[config.mk]
export PLATFORM = sky130hd
export DESIGN_NAME = pixel_window_ctrl
export DESIGN_NICKNAME = d
export VERILOG_FILES = /design/src/rtl/pixel_window_ctrl.sv
export SDC_FILE = /design/constraint.sdc
export NUM_CORES = 1
export LEC_CHECK = 0
export ABC_AREA = 1
export CORE_MARGIN = 1
export CORE_UTILIZATION = 50
export DETAILED_ROUTE_END_ITERATION = 12
export PLACE_DENSITY = 0.79
export SETUP_SLACK_MARGIN = 0.1
export SLEW_MARGIN = 20
export SYNTH_ARGS = -nofsm -noshare
export SYNTH_HDL_FRONTEND = slang
export SYNTH_SLANG_ARGS = --single-unit
[constraint.sdc]
create_clock -name VGA_CLK -period 2.2 [get_ports VGA_CLK]
set_clock_uncertainty 0.05 [all_clocks]
set_input_delay 0.22 -clock VGA_CLK [delete_from_list [all_inputs] [get_ports VGA_CLK]]
set_output_delay 0.22 -clock VGA_CLK [all_outputs]
set_load 0.005 [all_outputs]
[src/rtl/pixel_window_ctrl.sv]
// Sequencer for the 3-tap pixel window buffer: shifts accepted pixels, injects an end-of-line pad.
// Optional macro EDGE_REPLICATE_EN: the pad repeats the last accepted pixel instead of zero.
module pixel_window_ctrl #(
    parameter int H_ACTIVE = 640,
    parameter int COL_W    = 10
) (
    input  logic             VGA_CLK,
    input  logic             RST,
    input  logic             pix_valid,
    input  logic             pix_sol,
    input  logic [7:0]       pix_data,
    output logic             in_ready,
    output logic [7:0]       buf_din,
    output logic             buf_shift,
    output logic             win_valid,
    output logic [COL_W-1:0] win_col,
    output logic             edge_l,
    output logic             edge_r,
    output logic             line_err
);

    typedef enum logic [1:0] {IDLE, FILL, RUN, FLUSH} state_t;

    localparam logic [COL_W-1:0] LAST_COL = COL_W'(H_ACTIVE - 1);
    localparam logic [COL_W-1:0] ONE      = COL_W'(1);

    state_t           state, state_nxt;
    logic [COL_W-1:0] in_col, in_col_nxt;
    logic [COL_W-1:0] win_col_nxt;
    logic             accept;
    logic             win_fire;
    logic             err_fire;
    logic [7:0]       pad;

`ifdef EDGE_REPLICATE_EN
    logic [7:0] last_pix;

    always_ff @(posedge VGA_CLK or posedge RST) begin
        if (RST)
            last_pix <= 8'h00;
        else if (accept)
            last_pix <= pix_data;
    end

    assign pad = last_pix;
`else
    assign pad = 8'h00;
`endif

    // No pixel is taken while reset is held, even though in_ready reads 1.
    assign in_ready  = (state != FLUSH);
    assign accept    = pix_valid & in_ready & ~RST;
    assign buf_shift = accept | (state == FLUSH);
    assign buf_din   = accept ? pix_data : ((state == FLUSH) ? pad : 8'h00);

    always_comb begin
        state_nxt   = state;
        in_col_nxt  = in_col;
        win_col_nxt = in_col;
        win_fire    = 1'b0;
        err_fire    = 1'b0;
        case (state)
            FLUSH: begin
                win_fire    = 1'b1;
                win_col_nxt = LAST_COL;
                in_col_nxt  = '0;
                state_nxt   = IDLE;
            end
            default: begin
                if (accept) begin
                    if (pix_sol) begin
                        // A sol outside IDLE aborts the partial line without a flush.
                        err_fire   = (state != IDLE);
                        in_col_nxt = ONE;
                        state_nxt  = (H_ACTIVE == 1) ? FLUSH : FILL;
                    end else if (state == IDLE) begin
                        err_fire = 1'b1;
                    end else begin
                        // This shift completes the window centred on the previous column.
                        win_fire    = 1'b1;
                        win_col_nxt = in_col - ONE;
                        in_col_nxt  = in_col + ONE;
                        state_nxt   = (in_col == LAST_COL) ? FLUSH : RUN;
                    end
                end
            end
        endcase
    end

    always_ff @(posedge VGA_CLK or posedge RST) begin
        if (RST) begin
            state     <= IDLE;
            in_col    <= '0;
            win_valid <= 1'b0;
            win_col   <= '0;
            edge_l    <= 1'b0;
            edge_r    <= 1'b0;
            line_err  <= 1'b0;
        end else begin
            state     <= state_nxt;
            in_col    <= in_col_nxt;
            win_valid <= win_fire;
            if (win_fire)
                win_col <= win_col_nxt;
            edge_l    <= win_fire && (win_col_nxt == '0);
            edge_r    <= win_fire && (win_col_nxt == LAST_COL);
            line_err  <= err_fire;
        end
    end

endmodule
After elaboration in Yosys (flattened, before gate mapping):

Index checks and enable logic that the tools add are counted.

* bits of input ports: 12
* word-level logic and storage cells: 47
* output and inout bits: 24
* flip-flop bits (word level): 26

* $add $sub $neg: 2
* bitwise logic cells: 4
* eq/ne operators: 5
* reductions and logical operators: 7
* muxes and demuxes: 22

Operators with widths (count)
* $mux W10: 8
* $eq A10 B10 Y1 const B: 2
* $add A10 B1 Y10 const B: 1
* $logic_not A10 Y1: 1
* $sub A10 B1 Y10 const B: 1
* $mux W1: 9
* $mux W2: 4
* $mux W8: 1
* $reduce_bool A2 Y1: 2
* $ne A3 B3 Y1 const B: 1
* $and A1 B1 Y1: 2
* $eq A2 B2 Y1 const B: 1
* $logic_and A1 B1 Y1: 2
* $logic_not A2 Y1: 1
* $ne A2 B2 Y1 const B: 1
* $reduce_and A2 Y1: 1
* $not A1 Y1: 1
* $or A1 B1 Y1: 1

Depth between registers and ports, before layout:

* depth in word-level cells: 7
* mapped depth: 11

Worst setup path after synthesis:

No wires, ideal clock.

* kind: input -> register
* start: input RST
* end: register edge_r
* setup time: 0.071 ns
* stages: 10
* path slack: 0.294 ns
* arrival time: 1.785 ns
* data required time: 2.079 ns
* path through: inv_1 -> nand2_1 -> nor2_2 -> nand2_2 -> nand3_1 -> nand2_1 -> nor2_1 -> and2_1 -> nand2_1 -> nor2_1

* longest elaborated chain between the ends: 6
* elaborated cells on any way between the ends: 8
* those cells by class: eq/ne: 1; mux: 4; bitwise: 2; reduce/logical: 1

Ends and longest elaborated chain
* start: declaration: RTL line 8 `input logic RST,`
* $not A1 Y1 (*): RTL line 52 `assign accept = pix_valid & in_ready & ~RST;`
* $and A1 B1 Y1 (*): RTL line 52
* $mux W10: RTL line 70 `if (accept) begin`
* $mux W10: RTL line 62 `case (state)`
* $eq A10 B10 Y1: RTL line 106 `edge_r <= win_fire && (win_col_nxt == LAST_COL);`
* $logic_and A1 B1 Y1 (*): RTL line 106
* end signal: assignment: RTL line 106
* end: declaration: RTL line 18 `output logic edge_r,`

Mark *: on every way between the ends. The rest lies on a longest branch, timed or not.
A chain may end at the register's enable or synchronous reset.

Worst setup path after layout:

* start: register state[0]
* end: output buf_din[0]

* longest elaborated chain between the ends: 4

Ends and longest elaborated chain
* start: declaration: RTL line 27 `state_t state, state_nxt;`
* start signal: assignment: RTL line 100 `state <= state_nxt;`
* $ne A2 B2 Y1: RTL line 51 `assign in_ready = (state != FLUSH);`
* $and A1 B1 Y1 (2 in series): RTL line 52
* $mux W8: RTL line 54 `assign buf_din = accept ? pix_data : ((state == FLUSH) ? pad : 8'h00);`
* end: declaration: RTL line 13 `output logic [7:0] buf_din,`

Every way passes these cells.

==> results.txt <==
* Total power per unit cell area: between 800 and 900 nW/um2
- The congestion estimate from routability-driven global placement came to 0.881.
- Initial core utilization: 53.3%
- During synthesis, Yosys emitted a total of 0 warnings.
* Number of standard-cell rows in the floorplan: 20
* Total Negative Setup Slacks: 0 ns
- Entering global routing, the biggest net connects 20 pins.
* Worst endpoint required time: slightly below 2 ns
- Relative contribution of the clock network to total power: between 10 and 15%
* DR DRC count: 0
- Number of buffer and inverter instances along the worst setup path: 1
- For this block, the routed nets add up to ~3700 um of wire.
* Vias in the first global route: roughly 1400
* Combinational share of power: approximately 50%
- Sequence of cells on the critical path: nand2_4, nand3_4, nor2_1, clkdlybuf4s50_1
- Slew Limit Fails: 0
- The pre-antenna-repair detailed-routing pass consisted of 5 iterations.
- The area growth from synthesis to layout is 26.3%.
- Among all stages on the critical path, the largest delay is contributed by sky130_fd_sc_hd__clkdlybuf4s50_1.
- Grt total ovfl: 0
- In this run, synthesis produced a sequential element count of 26.
* Clock slew seen by the registers of the worst setup and hold paths: roughly 0.12 ns
* Path type of the worst min-delay path: in2async
- Origin of the critical flop-to-flop path: state[0]$_DFFE_PP0P_
- Worst slew pin tran: approximately 0.34 ns
* Switching share of power: 39.7%
* Number of top-level design ports: 36
- Global routing used between 30% and 40% of the available met2 tracks.
- CTS tree: yes
- Area of the mapped netlist: about 1700 um2
* Share of synthesized flip-flops with an asynchronous set or reset: 100%
* Endpoint kind of the worst setup timing path: output pin
* Max H-tree Level: 1
- The number of nets in the synthesized netlist is ~240.
- The worst register-to-register path has a depth of 7.
* Sequential-to-total area share from yosys stat: slightly below 40%
* Fraction of layout instances using a drive strength above 1: a little over a tenth
* Synth Area per Inst: between 7 and 8 um2
- The count of buffers added on input and output ports is 35.
* Vias/cell: between 5 and 6
* Slack of the worst reg-to-reg path: roughly 0.30 ns
- Post-Syn Instances: between 200 and 250
- In this run the standard cell core region covers between 3000 and 4000 um2.
- Worst skew pair latency: 0.31 ns
- Tightest slew margin relative to the limit: between 70 and 80%
- The run finished with clean final reports.
- Overall die width: between 50 and 60 um
- Worst Path Max Fanout: 11
* Number of buffers on the longest clock path: 2
- Number of nets still failing antenna checks after routing: 0
- GR Layer Usage met3: 5.02%
- DRC marker count from the first detailed-route iteration: 86
- Most frequently used flop master after synthesis: sky130_fd_sc_hd__dfrtp_1
- The number of antenna diodes in the final layout is 0.
- Dividing the final minimum period by the clock period gives around nine tenths.
* Number of clock sinks: 26
- The first global-routing pass estimated approximately 6400 um of wire.
- In this run the most used layer during global routing was met2.
- Total vias in the final route: around 1600
- The internal portion of the total power is between 1 and 1.5 mW.
- Number of nets in the layout: around 280
* Net switching power: around 0.74 mW
- The tool flagged a number of max-cap violations equal to 0.
* CTS Root Buffer Type: sky130_fd_sc_hd__clkbuf_4
- The die is between 50 and 60 um tall.
- Setup repair after global routing missed its margin: false
* Sequential fraction of design power: between 30% and 40%
- Number of distinct standard cells referenced by the synthesized netlist: 30
* Top cell type by total area after synthesis: sky130_fd_sc_hd__dfrtp_1
- Grouping stages by cell kind, the critical path spends the most delay in buffers and inverters.
- Total global routing track utilization: roughly a quarter
- CP arrival: about 1.7 ns
- Detailed-placement wirelength estimate: 2740 um
- Timing would allow up to ~510 MHz.
* Cell leakage power: approximately 1.1 nW
* Delay of the slowest critical-path stage: between 0.5 and 0.6 ns
- In this run the biggest area consumer among cell types represents 39.3% of the synthesized area.
- Count of flip-flops with a built-in enable after synthesis: 0
* Largest vdd supply drop: 0.000741 V
* CTS buffer count: 3
* Design area: about 2100 um2
* Total of endpoints with negative setup slack in the final report: 0
- Prior to clock tree synthesis, the placed netlist has a worst setup slack of roughly 0.23 ns.
- In the final routed layout, each cell accounts on average for approximately 12 um.
* Final setup slack of the worst path: around 0.24 ns
* Area of the die: 3540 um2
* Final period demand of the worst path: 1.96 ns
* Kind of start point of the critical path: flop
* Final core utilization: 67.3%
* Worst reg2reg path endpoint: win_col[7]$_DFFE_PP0P_
- In this run the cell area measured after placement is about 2000 um2.
- Number of antenna violations at the first check in global routing: 0
- By area the synthesized netlist is led by sky130_fd_sc_hd__dfrtp_1 39%, sky130_fd_sc_hd__nand2_1 14%, sky130_fd_sc_hd__nand3_1 7.6%.
- The count of final hold-check violations came to 0.
- WS Path Type: reg2out
- Fraction of met1 tracks used by global routing: about a third
layout make-up:
class	count	area, um2
fill	285	1010
multi-input combinational	163	828
sequential	26	651
timing repair buffer	40	388
inverter	35	131
tap	44	55.1
clock buffer	4	36.3
through the flow:
step / power [mW] / std cells / hold WS, ns
floorplan: 1.26 / 228 / 0.259
global placement: 1.60 / 305 / 0.412
detailed placement: 1.60 / 305 / 0.414
CTS: 1.86 / 312 / 0.276
global route: 2.02 / 312 / 0.293
finish: 1.86 / 312 / 0.278
worst max path at each step:
stage / cells past startpoint / end / start / slack, ns
2_1_floorplan: 10 / edge_r$_DFF_PP0_ / RST / 0.29
5_1_grt: 4 / buf_din[0] / state[0]$_DFFE_PP0P_ / 0.10
3_3_place_gp: 7 / win_col[7]$_DFFE_PP0P_ / pix_sol / 0.26
4_1_cts: 4 / buf_din[1] / state[0]$_DFFE_PP0P_ / 0.22
3_5_place_dp: 7 / win_col[7]$_DFFE_PP0P_ / pix_sol / 0.23
6_report: 4 / buf_din[0] / state[0]$_DFFE_PP0P_ / 0.24
tightest hold or removal path, stage by stage:
cell and delay, ns:
sky130_fd_sc_hd__clkdlybuf4s50_1 0.40, sky130_fd_sc_hd__inv_1 0.16, sky130_fd_sc_hd__buf_4 0.23
timing repair:
item	4_1_cts	5_1_grt
resized for setup	0	0
setup endpoints to repair	8	0
hold buffers	0	0
buffers inserted	3	0
cell families after synthesis:
| logic type | after synthesis | share of synthesized area, % |
|---|---|---|
| flip-flops | 26 | 39.3 |
| AO/OA/AOI/OAI | 23 | 8.40 |
| AND/OR/NAND/NOR | 135 | 38.4 |
| buffers and inverters | 39 | 10.6 |
| adder cells (fa/ha/maj) | 3 | 2.27 |
| XOR/XNOR | 2 | 1.06 |
state kept, by name (all words and copies together), names as in the netlist:
signal and count:
in_col 10, win_col 10, state 2, edge_l 1, edge_r 1, line_err 1, win_valid 1
power groups by stage:
stage	Combinational [mW]	Clock, mW	Sequential (mW)
6_report	0.926	0.231	0.699
5_1_grt	1.05	0.253	0.716
4_1_cts	0.920	0.240	0.698
3_5_place_dp	0.894	0	0.708
3_3_place_gp	0.890	0	0.706
2_1_floorplan	0.553	0	0.709
cell usage in the layout, fill, tap and decap left out, types with 2 or more instances in the layout:
master                            synthesis  layout
sky130_fd_sc_hd__inv_2                    2       2
sky130_fd_sc_hd__nand4_1                  4       4
sky130_fd_sc_hd__ha_1                     3       3
sky130_fd_sc_hd__nor2_1                  27      27
sky130_fd_sc_hd__nand2_1                 62      62
sky130_fd_sc_hd__nor2_2                   5       5
sky130_fd_sc_hd__nand3_2                  4       4
sky130_fd_sc_hd__inv_1                   32      32
sky130_fd_sc_hd__dfrtp_1                 26      26
sky130_fd_sc_hd__clkdlybuf4s50_1          0      35
sky130_fd_sc_hd__o21ai_2                  2       2
sky130_fd_sc_hd__o22ai_1                  6       6
sky130_fd_sc_hd__nand3_1                 25      25
sky130_fd_sc_hd__o21ai_0                 11      11
sky130_fd_sc_hd__nand2_2                  3       3
sky130_fd_sc_hd__buf_4                    0       5
sky130_fd_sc_hd__clkbuf_4                 0       3
Yosys cell counts (2+ instances only):
| master | count |
|---|---|
| sky130_fd_sc_hd__dfrtp_1 | 26 |
| sky130_fd_sc_hd__ha_1 | 3 |
| sky130_fd_sc_hd__inv_1 | 32 |
| sky130_fd_sc_hd__inv_2 | 2 |
| sky130_fd_sc_hd__nand2_1 | 62 |
| sky130_fd_sc_hd__nand2_2 | 3 |
| sky130_fd_sc_hd__nand3_1 | 25 |
| sky130_fd_sc_hd__nand3_2 | 4 |
| sky130_fd_sc_hd__nand4_1 | 4 |
| sky130_fd_sc_hd__nor2_1 | 27 |
| sky130_fd_sc_hd__nor2_2 | 5 |
| sky130_fd_sc_hd__o21ai_0 | 11 |
| sky130_fd_sc_hd__o21ai_2 | 2 |
| sky130_fd_sc_hd__o22ai_1 | 6 |
per-layer routing:
metal,vias to the layer above,routed length [um]
met5,-,0
met4,0,27
met3,4,210
met2,58,1690
met1,696,1750
li1,809,-
Power figures use the tool's default switching activity.
